<file path="config.mk">
export PLATFORM = sky130hd
export DESIGN_NAME = m2p_pipe_arbiter
export DESIGN_NICKNAME = d
export VERILOG_FILES = /design/src/rtl/m2p_pkg.sv /design/src/rtl/rr_pick.sv /design/src/rtl/m2p_pipe_arbiter.sv
export SDC_FILE = /design/constraint.sdc
export NUM_CORES = 1
export LEC_CHECK = 0
export CAP_MARGIN = 30
export CORE_AREA = 2 2 296 298
export CTS_CLUSTER_SIZE = 25
export DETAILED_ROUTE_END_ITERATION = 8
export DIE_AREA = 0 0 298 300
export MAX_ROUTING_LAYER = met4
export REMOVE_ABC_BUFFERS = 1
export SETUP_SLACK_MARGIN = 0.05
export SLEW_MARGIN = 20
export SYNTH_ARGS = -nofsm -noshare
export SYNTH_HDL_FRONTEND = slang
export SYNTH_SLANG_ARGS = --single-unit
</file>
<file path="constraint.sdc">
create_clock -name CLK -period 14 [get_ports CLK]
set_input_delay 2.8 -clock CLK [delete_from_list [all_inputs] [get_ports CLK]]
set_output_delay 2.8 -clock CLK [all_outputs]
set_load 0.05 [all_outputs]
</file>
<file path="src/rtl/m2p_pkg.sv">
// Shared constants for the M2P indication path: default message width and
// packed-field positions (method id in the top 16 bits, length in the bottom 16).
package m2p_pkg;
  localparam int WIDTH_DEFAULT = 144;
  localparam int METHOD_MSB    = 143;
  localparam int METHOD_LSB    = 128;
  localparam int LEN_MSB       = 15;
  localparam int LEN_LSB       = 0;
endpackage

</file>
<file path="src/rtl/rr_pick.sv">
// Combinational round-robin picker: one-hot grant to the first valid entry
// after last, scanning last+1, last+2, ... modulo N.
module rr_pick #(
  parameter int N  = 4,
  parameter int IW = (N > 1) ? $clog2(N) : 1
) (
  input  logic [N-1:0]  valid,
  input  logic [IW-1:0] last,
  output logic [N-1:0]  grant,
  output logic          any
);

  always_comb begin
    int  idx;
    logic found;
    grant = '0;
    found = 1'b0;
    idx   = 0;
    for (int k = 1; k <= N; k++) begin
      idx = (int'(last) + k) % N;
      if (!found && valid[idx[IW-1:0]]) begin
        grant[idx[IW-1:0]] = 1'b1;
        found              = 1'b1;
      end
    end
  end

  assign any = |valid;

endmodule

</file>
<file path="src/rtl/m2p_pipe_arbiter.sv">
// Shares one marshalled-indication pipe between NREQ M2P marshallers: one
// holding slot per requester, round-robin drain into a single output register.
module m2p_pipe_arbiter
  import m2p_pkg::*;
#(
  parameter int NREQ  = 4,
  parameter int WIDTH = WIDTH_DEFAULT
) (
  input  logic                  CLK,
  input  logic                  RST,
  input  logic [NREQ-1:0]       req_enq_ena,
  input  logic [NREQ*WIDTH-1:0] req_enq_v,
  output logic [NREQ-1:0]       req_enq_rdy,
  output logic                  pipe_enq_ena,
  output logic [WIDTH-1:0]      pipe_enq_v,
  input  logic                  pipe_enq_rdy,
  output logic [31:0]           msg_count,
  output logic                  busy
);

  localparam int IW = (NREQ > 1) ? $clog2(NREQ) : 1;

  logic [NREQ-1:0]  slot_valid;
  logic [WIDTH-1:0] slot_data [NREQ];
  logic             out_valid;
  logic [WIDTH-1:0] out_data;
  logic [IW-1:0]    last_grant;
  logic [NREQ-1:0]  grant;
  logic             any;
  logic [IW-1:0]    grant_idx;
  logic             ld;
  logic             fire;

  rr_pick #(.N(NREQ), .IW(IW)) u_pick (
    .valid (slot_valid),
    .last  (last_grant),
    .grant (grant),
    .any   (any)
  );

  always_comb begin
    grant_idx = '0;
    for (int i = 0; i < NREQ; i++) begin
      if (grant[i]) grant_idx = IW'(i);
    end
  end

  assign fire = out_valid && pipe_enq_rdy;
  assign ld   = !out_valid || fire;

  // RDY comes only from slot state and reset, so it never depends on any ENA
  assign req_enq_rdy  = ~slot_valid & {NREQ{~RST}};
  assign pipe_enq_ena = fire;
  assign pipe_enq_v   = out_data;
  assign busy         = (|slot_valid) || out_valid;

  always_ff @(posedge CLK or posedge RST) begin
    if (RST) begin
      slot_valid <= '0;
      out_valid  <= 1'b0;
      last_grant <= IW'(NREQ - 1);
      msg_count  <= '0;
    end else begin
      for (int i = 0; i < NREQ; i++) begin
        if (req_enq_ena[i] && !slot_valid[i]) slot_valid[i] <= 1'b1;
        else if (ld && grant[i])              slot_valid[i] <= 1'b0;
      end
      if (ld) begin
        out_valid <= any;
        if (any) last_grant <= grant_idx;
      end
      if (fire) msg_count <= msg_count + 32'd1;
    end
  end

  // Payload registers need no reset: their valid bits gate every use
  always_ff @(posedge CLK) begin
    for (int i = 0; i < NREQ; i++) begin
      if (req_enq_ena[i] && !slot_valid[i]) slot_data[i] <= req_enq_v[i*WIDTH +: WIDTH];
    end
    if (ld && any) out_data <= slot_data[grant_idx];
  end

endmodule

</file>
* Yosys cells after proc, flatten, opt, wreduce, memory -nomap -nowiden
Memories as Yosys holds them, arrays and structs flattened. A register that Yosys moved wholly into a read port is not among the register bits.
Cells that the tools add are included.
** Word-level totals
- Flip-flop bits (word level) :: 39
- Bits in writable memories :: 576
- Bits of input ports :: 583
- Output and inout port bits :: 182
- Word-level logic and storage cells :: 102
- Memories kept :: 1
** Memories
- slot_data :: words 4, width 144, read ports 1, clocked after memory_dff 1, wr ports 4, RTL line m2p_pipe_arbiter.sv:24 : logic [WIDTH-1:0] slot_data [NREQ];
** Cells by class
- $add $sub $neg :: 5
- Magnitude comparators :: 8
- Muxes and demuxes :: 42
- Bitwise operators :: 6
- Reductions and logical operators :: 33
** Operators by type and width (count)
- $add 32x1->32 const B :: 1
- $mux 1 :: 28
- $logic_and 1x1->1 :: 17
- $mux 4 :: 4
- $lt 2x3->1 const B :: 4
- $or 4x4->4 :: 3
- $bmux 1 s2 :: 4
- $demux 1 s2 :: 4
- $ge 2x1->1 const B :: 4
- $logic_not 1->1 :: 8
- $reduce_bool 2->1 :: 4
- $add 2x1->2 const B :: 2
- $add 2x2->2 const B :: 2
- $and 4x4->4 :: 1
- $mux 2 :: 2
- $not 4->4 :: 1
- $reduce_or 4->1 :: 1
- $logic_or 1x1->1 :: 2
- $reduce_and 2->1 :: 1
- $not 1->1 :: 1

* Logic depth before layout (Yosys ltp)
Gate-level depths: netlist of the first run.
- Depth in word-level cells :: 16
- Depth in mapped cells :: 12
- Mapped depth without buffers :: 8

* Cells and area by module
From an unflattened synthesis of the first run, not the netlist that was laid out.
** Unflattened totals
- Cells, all modules :: 1724
- Area, all modules :: 28100.7 sq um
** Modules (own cells, without submodules)
- m2p_pipe_arbiter :: instances 1, cells each 1685, area an instance 27735.4 sq um, sequential area each 22599.2 sq um
- rr_pick :: instances 1, cells each 39, area an instance 365.4 sq um, sequential area each 0.0 sq um

* Least setup slack after synthesis of the first run
Ideal clock, no wire load.
- Path type :: input -> register
- From :: input pipe_enq_rdy
- To :: register last_grant[1]
- Library setup time :: 0.164 ns
- Data arrival time :: 10.725 ns
- Required time :: 13.836 ns
- Setup slack :: 3.110 ns
- Cell stages on the path :: 4
- Buffers on the path :: 0
- Path through :: inv_1 -> a21oi_1 -> o21ai_0 -> o21ai_0
** On the way
- Cells in the longest elaborated chain, start to end :: 3
** Ends and longest elaborated chain
- from (decl) :: RTL line m2p_pipe_arbiter.sv:16 : input logic pipe_enq_rdy,
- $logic_and 1x1->1 :: RTL line m2p_pipe_arbiter.sv:48 : assign fire = out_valid && pipe_enq_rdy;
- $logic_or 1x1->1 :: RTL line m2p_pipe_arbiter.sv:49 : assign ld = !out_valid || fire;
- $reduce_and 2->1 (no line)
- to (signal assigned) :: RTL line m2p_pipe_arbiter.sv:61 : last_grant <= IW'(NREQ - 1);
- to (signal assigned) :: RTL line m2p_pipe_arbiter.sv:70 : if (any) last_grant <= grant_idx;
- to (decl) :: RTL line m2p_pipe_arbiter.sv:27 : logic [IW-1:0] last_grant;
Every way passes these cells.
A chain may end at the register's enable or synchronous reset.

* Worst setup path after layout of the first run
- From :: input pipe_enq_rdy
- To :: output pipe_enq_ena
** On the way
- Cells in the longest elaborated chain, start to end :: 1
** Ends and longest elaborated chain
- $logic_and 1x1->1 :: RTL line m2p_pipe_arbiter.sv:48
- to (decl) :: RTL line m2p_pipe_arbiter.sv:14 : output logic pipe_enq_ena,
Every way passes these cells.

==> out/summary.txt, run 1 <==
status - completed
clk buf depth - 3
cell accounting for the most synthesized area - edfxtp_1
final net count - 2836
GR Overflow Total - 0
Routed Antenna Nets - 0
FF-to-FF path depth - 10
postcts setup bufs - 0
hold_ws - 486 ps
I/O Buffers - 764
Leak - 13.1 nW
data arrival time of the critical path - 4340 ps
critical path's slowest cell - clkdlybuf4s50_1
layout cells sized above 1 - 0.103
Net Sw Frac - 0.394
Most used DFF post-synth - edfxtp_1
critical path type - in -> out
syn avg cell area - 19.1 sq um
mux cell area share after synthesis - 0.00547
gr usage total - 0.193
sequential fraction of the synthesis area - 0.817
H-tree depth - 3
final-report max-slew violation count - 0
Int Pwr - 5.80 mW
Via density - 4.87
Ys Warns - 0
Worst Path Required - 11200 ps
die footprint - 89400 sq um
P_sw - 3.77 mW
Logic pwr share - 0.419
CTS resizes - 0
post-synthesis cell area - 27700 sq um
largest family of logic cells by synthesized area - compound AO/OA/AOI/OAI gates
fin area - 39500 sq um
placer congestion estimate - 0.863
Yosys top cell area share - 0.781
Max Fclk - 140 MHz
DRT iter0 DRCs - 1352
area grow syn2layout - 42.7%
post-layout min period - 7140 ps
Chip Width - 298 um
initial antenna violation count - 22
Crit Path Max Fanout - 4
Syn Inst Count - 1449
Residual DRC - 0
DRT Wirelength - 86.8 mm
post-layout util - 0.458
# clock sinks - 759
Flop pwr share - 0.353
reg2reg end - pipe_enq_v[93]$_DFFE_PP_
adder-cell share of the synthesized area - 0.00407
CP peak stage delay - 800 ps
crit-path cells - clkdlybuf4s50_1, nand2_1, inv_1, clkdlybuf4s50_1
relative slew slack - 0.316
clk_lat worst skew - 630 ps
vias in the first global route - 18000
Worst Setup Start Kind - primary input
Post-CTS Hold Buffers - 0
HP Start - msg_count[31]$_DFFE_PP0P_
Post-synth EDFFs - 720
synth top area cells - edfxtp_1 (78%), o2bb2ai_1 (4.6%), dfrtp_1 (3.3%), a221oi_2 (3.3%), a221oi_1 (2.7%)
total power - 9.57 mW
pwr dens - 242 nW/um^2
Max Cap Viol - 0
global-route wire length before repair - 124 mm
R2R Setup Slk - 9280 ps
Initial Util - 0.321
Top Ports - 765
Slew @ Worst Pin - 1030 ps
Setup Viol. Count Final - 0
filler instances - 7585
DRT Pass-1 Iters - 5
reg2reg start - last_grant[0]$_DFFE_PP1P_
hold worst-path end - msg_count[31]$_DFFE_PP0P_
die height - 300 um
commonest non-fill, non-tap cell in the layout - clkdlybuf4s50_1
setup TNS - 0 ps
Post-DP Area - 36600 sq um
most frequent CP cell - clkdlybuf4s50_1
clock root cell - clkbuf_16
Hold Violations, Final - 0
Routed wire per std cell - 24.9 um
Post-Route Skew - 38.6 ps
Hold WC Path Type - reg -> reg
Async SR Flop Fraction - 0.0514
Rows - 108
Setup crit end kind - primary output
TritonCTS clock tree - yes
most frequent cells in the layout - clkdlybuf4s50_1 (764), edfxtp_1 (720), nor2_1 (167)
Synth Area in Compound Gates - 0.111
via count - 17000
Synth Register Bits - 759
CORE AREA - 86200 sq um
Reg clk slew, reported paths - 60 ps
post-detail-place hpwl - 57.7 mm
clock network power share - 0.228
Synth Area in Simple Gates - 0.0343
RSZ-0062 raised after global routing - no
period utilization - 0.510
Synth Area in XOR/XNOR - 0.00981
largest net degree at the start of global routing - 97
Worst Hold Depth - 1
Peak VDD IR - 0.175 mV
CTS buffer count - 82
Distinct cells, synth - 43
==> how the worst max path moves through the flow <==
stage | from | end | depth (start not counted)
6_report | pipe_enq_rdy | pipe_enq_ena | 4
5_1_grt | pipe_enq_rdy | pipe_enq_ena | 4
4_1_cts | pipe_enq_rdy | pipe_enq_ena | 4
3_5_place_dp | pipe_enq_rdy | pipe_enq_ena | 4
3_3_place_gp | pipe_enq_rdy | pipe_enq_ena | 4
2_1_floorplan | last_grant[0]$_DFFE_PP1P_ | pipe_enq_v[0]$_DFFE_PP_ | 7
==> flip-flops by register name, summed over array words and instances (netlist names) <==
signal      flops
last_grant      2
msg_count      32
pipe_enq_v    144
slot_valid      4
out_valid       1
slot_data     576
==> cells in the mapped netlist, drive strengths merged, types with 3 or more instances <==
cell type / number
o22ai: 3
inv: 11
o21ai: 7
xor2: 9
buf: 64
clkbuf: 23
a22oi: 4
a21oi: 3
xnor2: 22
a31oi: 4
o2bb2ai: 144
mux4: 4
nand2b: 4
nand3: 8
dfrtp: 37
and3: 3
a221oi: 145
nand2: 21
edfxtp: 720
nand4: 8
ha: 9
nor2b: 6
nor2: 167
mux2i: 5
==> worst max-delay path, delay by kind of cell <==
family	cells	cell delay [ps]
buf+inv	3	1410
simple gates	1	130
==> power groups by stage <==
stage | sequential [mW] | clock [mW] | combinational, mW
final | 3.38 | 2.18 | 4.01
after global routing | 3.42 | 2.33 | 4.27
after CTS | 3.39 | 2.24 | 4.06
after detailed placement | 3.43 | 0 | 4.06
after global placement | 3.42 | 0 | 3.96
after floorplan | 4.26 | 0 | 1.88
==> routing by layer <==
| layer | wire (um) | share of wire | global-route usage | up-vias |
|---|---|---|---|---|
| met1 | 31900 | 0.37 | 0.218 | 8595 |
| met5 | 0 | 0 | - | - |
| met3 | 7050 | 0.081 | 0.0541 | 117 |
| met4 | 1930 | 0.022 | 0.0575 | 0 |
| li1 | - | - | - | 7536 |
| met2 | 45900 | 0.53 | 0.335 | 729 |
==> cells by family after synthesis <==
family / count (synthesis)
compound gates: 314
xor+xnor: 31
fa+ha+maj: 9
buf+inv: 98
flops: 759
mux: 10
simple gates: 228
==> stage by stage <==
step	instances	setup WS, ps
floorplan	1362	-8080
global placement	3311	6860
detailed placement	3313	6880
CTS	3466	6870
global route	3489	6830
finish	3489	6860
==> layout make-up <==
class                      count  area (sq um)  share of cell area
antenna                       21          52.6             0.00133
clock inverter                54           582              0.0147
inverter                      11          41.3             0.00105
multi-input combinational    592          4630               0.117
clock buffer                  99          2160              0.0546
tap                         1155          1450              0.0366
timing repair buffer         798          7990               0.202
sequential                   759         22600               0.572
Note: power is estimated with default switching activity, not from simulation.
==> inputs of run 2 (changes only) <==
--- a/config.mk
+++ b/config.mk
@@ -6,10 +6,10 @@
 export NUM_CORES = 1
 export LEC_CHECK = 0
 export CAP_MARGIN = 30
-export CORE_AREA = 2 2 296 298
+export CORE_AREA = 2 2 298 300
 export CTS_CLUSTER_SIZE = 25
 export DETAILED_ROUTE_END_ITERATION = 8
-export DIE_AREA = 0 0 298 300
+export DIE_AREA = 0 0 300 302
 export MAX_ROUTING_LAYER = met4
 export REMOVE_ABC_BUFFERS = 1
 export SETUP_SLACK_MARGIN = 0.05
==> constraint.sdc (replaced) <==
create_clock -name CLK -period 6.51 [get_ports CLK]
set_input_delay 1.302 -clock CLK [delete_from_list [all_inputs] [get_ports CLK]]
set_output_delay 1.302 -clock CLK [all_outputs]
set_load 0.05 [all_outputs]
==> run 2 against run 1 <==
Against the previous run:
- first-iteration DRC count is 9.9% lower
- global-route usage fell by 0.15 points
- critical path depth grew 5
- critical path type is now reg -> reg
- non-clock buffer count decreased by 6
- hold slack better by 7.2 ps
- cell area grew 0.26%
- combinational power grew 110%
- worst setup slack worse by 4500 ps
- routed wire length increased by 1.0%
- register-to-register slack got worse by 6900 ps
==> out/summary.txt, run 2 (synthesis results as in run 1) <==
status - completed
clock root cell - clkbuf_16
data arrival time of the critical path - 4550 ps (+210 ps)
HP Start - msg_count[31]$_DFFE_PP0P_
Post-DP Area - 36700 sq um (+0.14%)
DRT iter0 DRCs - 1218 (-9.9%)
placer congestion estimate - 0.862 (-0.10%)
Setup WS post-layout - 2340 ps (-4530 ps)
via count - 17000 (+0.42%)
hold worst-path end - msg_count[31]$_DFFE_PP0P_
CORE AREA - 87600 sq um (+1.6%)
Rows - 109 (+0.93%)
Setup Viol. Count Final - 0 (unchanged)
largest net degree at the start of global routing - 119 (+23%)
Routed wire per std cell - 25.0 um (+0.68%)
layout cells sized above 1 - 0.0990 (-0.00428)
relative slew slack - 0.270 (-0.0457)
crit-path cells - inv_1, ha_1, mux4_2, nor2b_1, a22oi_1, nand2_4, nor3b_2, buf_12, o2bb2ai_1
FF-to-FF path depth - 9 (-1)
post-place setup slack - 2370 ps (-4510 ps)
largest register by flop count - slot_data
Reg clk slew, reported paths - 60 ps (about the same)
area grow syn2layout - 43.1%
fin area - 39600 sq um (+0.26%)
Chip Width - 300 um (+0.67%)
Hold Violations, Final - 0 (unchanged)
final-report max-slew violation count - 0 (unchanged)
Initial Util - 0.316 (-0.00493)
pwr dens - 524 nW/um^2 (+120%)
GR Overflow Total - 0 (unchanged)
Max Fclk - 240 MHz
post-layout min period - 4170 ps
Worst Setup Start Kind - register
reg2reg end - pipe_enq_v[30]$_DFFE_PP_
hold_ws - 493 ps (+7.16 ps)
CTS buffer count - 85 (+3.7%)
H-tree depth - 3 (unchanged)
I/O Buffers - 764 (unchanged)
Crit Path Max Fanout - 118 (+114)
DRT Pass-1 Iters - 6 (+1)
critical path's slowest cell - dfstp_2
die height - 302 um (+0.67%)
Max Cap Viol - 0 (unchanged)
R2R Setup Slk - 2340 ps (-6940 ps)
RSZ-0062 raised after global routing - no
most frequent cells in the layout - clkdlybuf4s50_1 (764), edfxtp_1 (720), nor2_1 (167)
Leak - 13.1 nW (+0.14%)
clk_lat worst skew - 650 ps (+20 ps)
DRT Wirelength - 87.7 mm (+1.0%)
Routed Antenna Nets - 0 (unchanged)
Top Ports - 765 (unchanged)
die footprint - 90600 sq um (+1.3%)
Post-Route Skew - 23.9 ps (-14.6 ps)
clk buf depth - 3 (unchanged)
post-detail-place hpwl - 57.0 mm (-1.3%)
final std cells w/o fill - 3501 (+0.34%)
period utilization - 0.641
TritonCTS clock tree - yes
global-route wire length before repair - 123 mm (-0.57%)
Residual DRC - 0 (unchanged)
commonest non-fill, non-tap cell in the layout - clkdlybuf4s50_1
postcts setup bufs - 0 (unchanged)
Worst Path Required - 6890 ps (-4310 ps)
Worst Hold Depth - 1 (unchanged)
Peak VDD IR - 0.442 mV (+150%)
CTS resizes - 0 (unchanged)
final net count - 2833 (-0.11%)
Setup crit end kind - register
Hold WC Path Type - reg -> reg
gr usage total - 0.192 (-0.00154)
reg2reg start - last_grant[0]$_DFFE_PP1P_
Largest register FFs - 576 (unchanged)
critical path type - reg -> reg
# clock sinks - 759 (unchanged)
Slew @ Worst Pin - 1090 ps (+68.5 ps)
Post-CTS Hold Buffers - 0 (unchanged)
CP peak stage delay - 710 ps (-90 ps)
placed cell count - 3319 (+0.18%)
vias in the first global route - 17800 (-1.3%)
Via density - 4.87 (about the same)
setup TNS - 0 ps (unchanged)
initial antenna violation count - 20 (-9.1%)
==> run 2: report_power, final <==
part,internal [mW],total [mW],switching (mW)
Clock,2.88,4.89,2.00
Combinational,2.90,8.56,5.66
Sequential,6.88,7.29,0.409
==> run 2: final cells by class <==
class,count,area [sq um]
multi-input cells,592,4620
inverters,11,41.3
diodes,24,60.1
clock buffers,102,2210
well taps,1165,1460
repair buffers,792,7980
fillers,7584,48000
flip-flops and latches,759,22600
clock inverters,56,628
==> run 2: metrics by stage <==
step,utilization,total power [mW]
3_3_place_gp,0.419,15.8
2_1_floorplan,-,12.7
6_report,0.452,20.7
5_1_grt,0.452,21.7
3_5_place_dp,0.419,16.1
4_1_cts,0.452,21.0
==> run 2: worst max path at each step <==
stage / from / to / slack, ps / cells after the start
global route: last_grant[0]$_DFFE_PP1P_ / pipe_enq_v[36]$_DFFE_PP_ / 2120 / 9
finish: last_grant[0]$_DFFE_PP1P_ / pipe_enq_v[30]$_DFFE_PP_ / 2340 / 9
global placement: pipe_enq_rdy / pipe_enq_ena / 2370 / 4
CTS: last_grant[0]$_DFFE_PP1P_ / pipe_enq_v[47]$_DFFE_PP_ / 2360 / 9
floorplan: last_grant[0]$_DFFE_PP1P_ / pipe_enq_v[0]$_DFFE_PP_ / -15570 / 7
detailed placement: pipe_enq_rdy / pipe_enq_ena / 2370 / 4
==> run 2: critical path, delay by kind of cell (launching register included) <==
| family | cells | cell delay (ps) |
|---|---|---|
| simple gates | 3 | 1100 |
| flops | 1 | 710 |
| compound gates | 2 | 560 |
| mux | 1 | 400 |
| buf+inv | 2 | 390 |
| fa+ha+maj | 1 | 350 |
==> run 2: routing by layer <==
layer	track usage	up-vias	routed length [um]
met3	0.0537	151	6570
met4	0.0588	0	2320
met1	0.219	8633	33100
li1	-	7528	-
met2	0.328	736	45700
met5	-	-	0
==> inputs of run 3 (changes only) <==
==> constraint.sdc (replaced) <==
create_clock -name CLK -period 3.8 [get_ports CLK]
set_input_delay 0.76 -clock CLK [delete_from_list [all_inputs] [get_ports CLK]]
set_output_delay 0.76 -clock CLK [all_outputs]
set_load 0.05 [all_outputs]
==> run 3 against run 2 <==
Against the previous run:
- via count up 0.99%
- highest routed layer unchanged
- flip-flop and latch count unchanged
- critical path depth down 1
- hold slack better by 4.2 ps
- register-to-register slack worse by 2100 ps
- power up 70%
- cell area about the same
- combinational power up 74%
- final cell count about the same
- clock skew down 0.84 ps
==> out/summary.txt, run 3 (synthesis results as in run 1) <==
M3 GR Usage - 0.0438 (-0.00991)
Worst Path Required - 4180 ps (-2710 ps)
Rows - 109 (unchanged)
largest net degree at the start of global routing - 117 (-1.7%)
CTS resizes - 0 (unchanged)
DRT Wirelength - 88.1 mm (+0.44%)
I/O Buffers - 764 (unchanged)
Initial Util - 0.316 (unchanged)
final net count - 2840 (+0.25%)
Slew @ Worst Pin - 1220 ps (+124 ps)
via count - 17200 (+0.99%)
relative slew slack - 0.187 (-0.0828)
H-tree depth - 3 (unchanged)
total power - 35.2 mW (+70%)
M2 GR Usage - 0.331 (+0.00258)
Worst Setup Start Kind - register
Setup crit end kind - register
final std cells w/o fill - 3500 (-0.029%)
global-route wire length before repair - 124 mm (+0.61%)
CTS buffer count - 83 (-2.4%)
post-place setup slack - 359 ps (-2010 ps)
GR Overflow Total - 0 (unchanged)
largest register by flop count - slot_data
Max Cap Viol - 0 (unchanged)
GR peak layer - met2
DRT Pass-1 Iters - 5 (-1)
placer congestion estimate - 0.871 (+1.0%)
Chip Width - 300 um (unchanged)
Reg clk slew, reported paths - 60 ps (about the same)
Largest register FFs - 576 (unchanged)
Crit Path Max Fanout - 79 (-33%)
Via density - 4.92 (+1.0%)
status - completed
met1 Track Usage GR - 0.223 (+0.00393)
Routed wire per std cell - 25.2 um (+0.47%)
post-layout min period - 3570 ps (-606 ps)
# clock sinks - 759 (unchanged)
post-detail-place hpwl - 57.3 mm (+0.61%)
period utilization - 0.939 (+0.298)
Post-Route Skew - 23.1 ps (-0.842 ps)
clk_lat worst skew - 640 ps (about the same)
gr usage total - 0.193 (+0.00148)
clk buf depth - 3 (unchanged)
Leak - 13.1 nW (about the same)
post-layout util - 0.452 (about the same)
Peak VDD IR - 1.95 mV (+340%)
vias in the first global route - 17900 (+0.88%)
area grow syn2layout - 43.0% (about the same)
CORE AREA - 87600 sq um (unchanged)
Hold WC Path Type - reg -> reg
RSZ-0062 raised after global routing - no
die height - 302 um (unchanged)
Post-CTS Hold Buffers - 0 (unchanged)
die footprint - 90600 sq um (unchanged)
Residual DRC - 0 (unchanged)
layout cells sized above 1 - 0.101 (+0.00169)
pwr dens - 889 nW/um^2 (+70%)
Top Ports - 765 (unchanged)
Max Fclk - 280 MHz (+17%)
Setup WS post-layout - 231 ps (-2100 ps)
commonest non-fill, non-tap cell in the layout - clkdlybuf4s50_1
clock root cell - clkbuf_16
final-report max-slew violation count - 0 (unchanged)
Setup Viol. Count Final - 0 (unchanged)
most frequent cells in the layout - clkdlybuf4s50_1 (764), edfxtp_1 (720), nor2_1 (167)
postcts setup bufs - 0 (unchanged)
initial antenna violation count - 19 (-5.0%)
data arrival time of the critical path - 3940 ps (-610 ps)
Routed Antenna Nets - 0 (unchanged)
Hold Violations, Final - 0 (unchanged)
critical path type - reg -> reg
placed cell count - 3328 (+0.27%)
DRT iter0 DRCs - 1432 (+18%)
TritonCTS clock tree - yes
hold_ws - 497 ps (+4.22 ps)
-- run 3: cell types whose count changed in the layout (fill, tap and decap cells not counted), sizes merged --
| cell | change |
|---|---|
| buf | +9 |
| bufinv | -6 |
| clkinvlp | -2 |
| diode | -2 |
| clkbuf | +1 |
| inv | -1 |
-- run 3: cell type report --
| class | count | area [sq um] |
|---|---|---|
| repair buffers | 801 | 8200 |
| fillers | 7618 | 48000 |
| clock buffers | 103 | 2160 |
| multi-input cells | 592 | 4620 |
| flip-flops and latches | 759 | 22600 |
| clock inverters | 47 | 440 |
| inverters | 11 | 41.3 |
| well taps | 1165 | 1460 |
| diodes | 22 | 55.1 |
-- run 3: path summary, 6_finish.rpt --
check	start	to	slack, ps	depth (start not counted)
max reg2reg	last_grant[1]$_DFFE_PP1P_	pipe_enq_v[47]$_DFFE_PP_	230	8
max in group asynchronous	RST	last_grant[1]$_DFFE_PP1P_	2390	3
min reg2reg	msg_count[26]$_DFFE_PP0P_	msg_count[26]$_DFFE_PP0P_	500	1
min in group asynchronous	RST	msg_count[24]$_DFFE_PP0P_	620	2
min	msg_count[26]$_DFFE_PP0P_	msg_count[26]$_DFFE_PP0P_	500	1
max	last_grant[1]$_DFFE_PP1P_	pipe_enq_v[47]$_DFFE_PP_	230	8
-- run 3: power breakdown --
part | switching (mW) | internal, mW
registers | 0.696 | 11.8
logic | 9.78 | 5.16
clock network | 3.34 | 4.42
total | 13.8 | 21.4
-- run 3: worst max-delay path, cell delays in order, from the launching register on --
cell       delay (ps)
dfstp_2           680
inv_1             160
ha_1              340
mux4_2            400
or2_1             330
o31a_2            420
buf_12            210
a221oi_1          430
o2bb2ai_1         120
-- run 3: stage by stage --
stage | area (sq um) | setup TNS [ps]
6_report | 39600 | 0
3_5_place_dp | 36900 | 0
4_1_cts | 39500 | 0
2_1_floorplan | 27200 | -5558650
5_1_grt | 39600 | 0
3_3_place_gp | 36900 | 0
-- run 3: per-layer routing --
metal | part of all wire | routed length [um]
met1 | 0.37 | 33000
met2 | 0.52 | 45900
met3 | 0.075 | 6630
met4 | 0.028 | 2510
met5 | 0 | 0
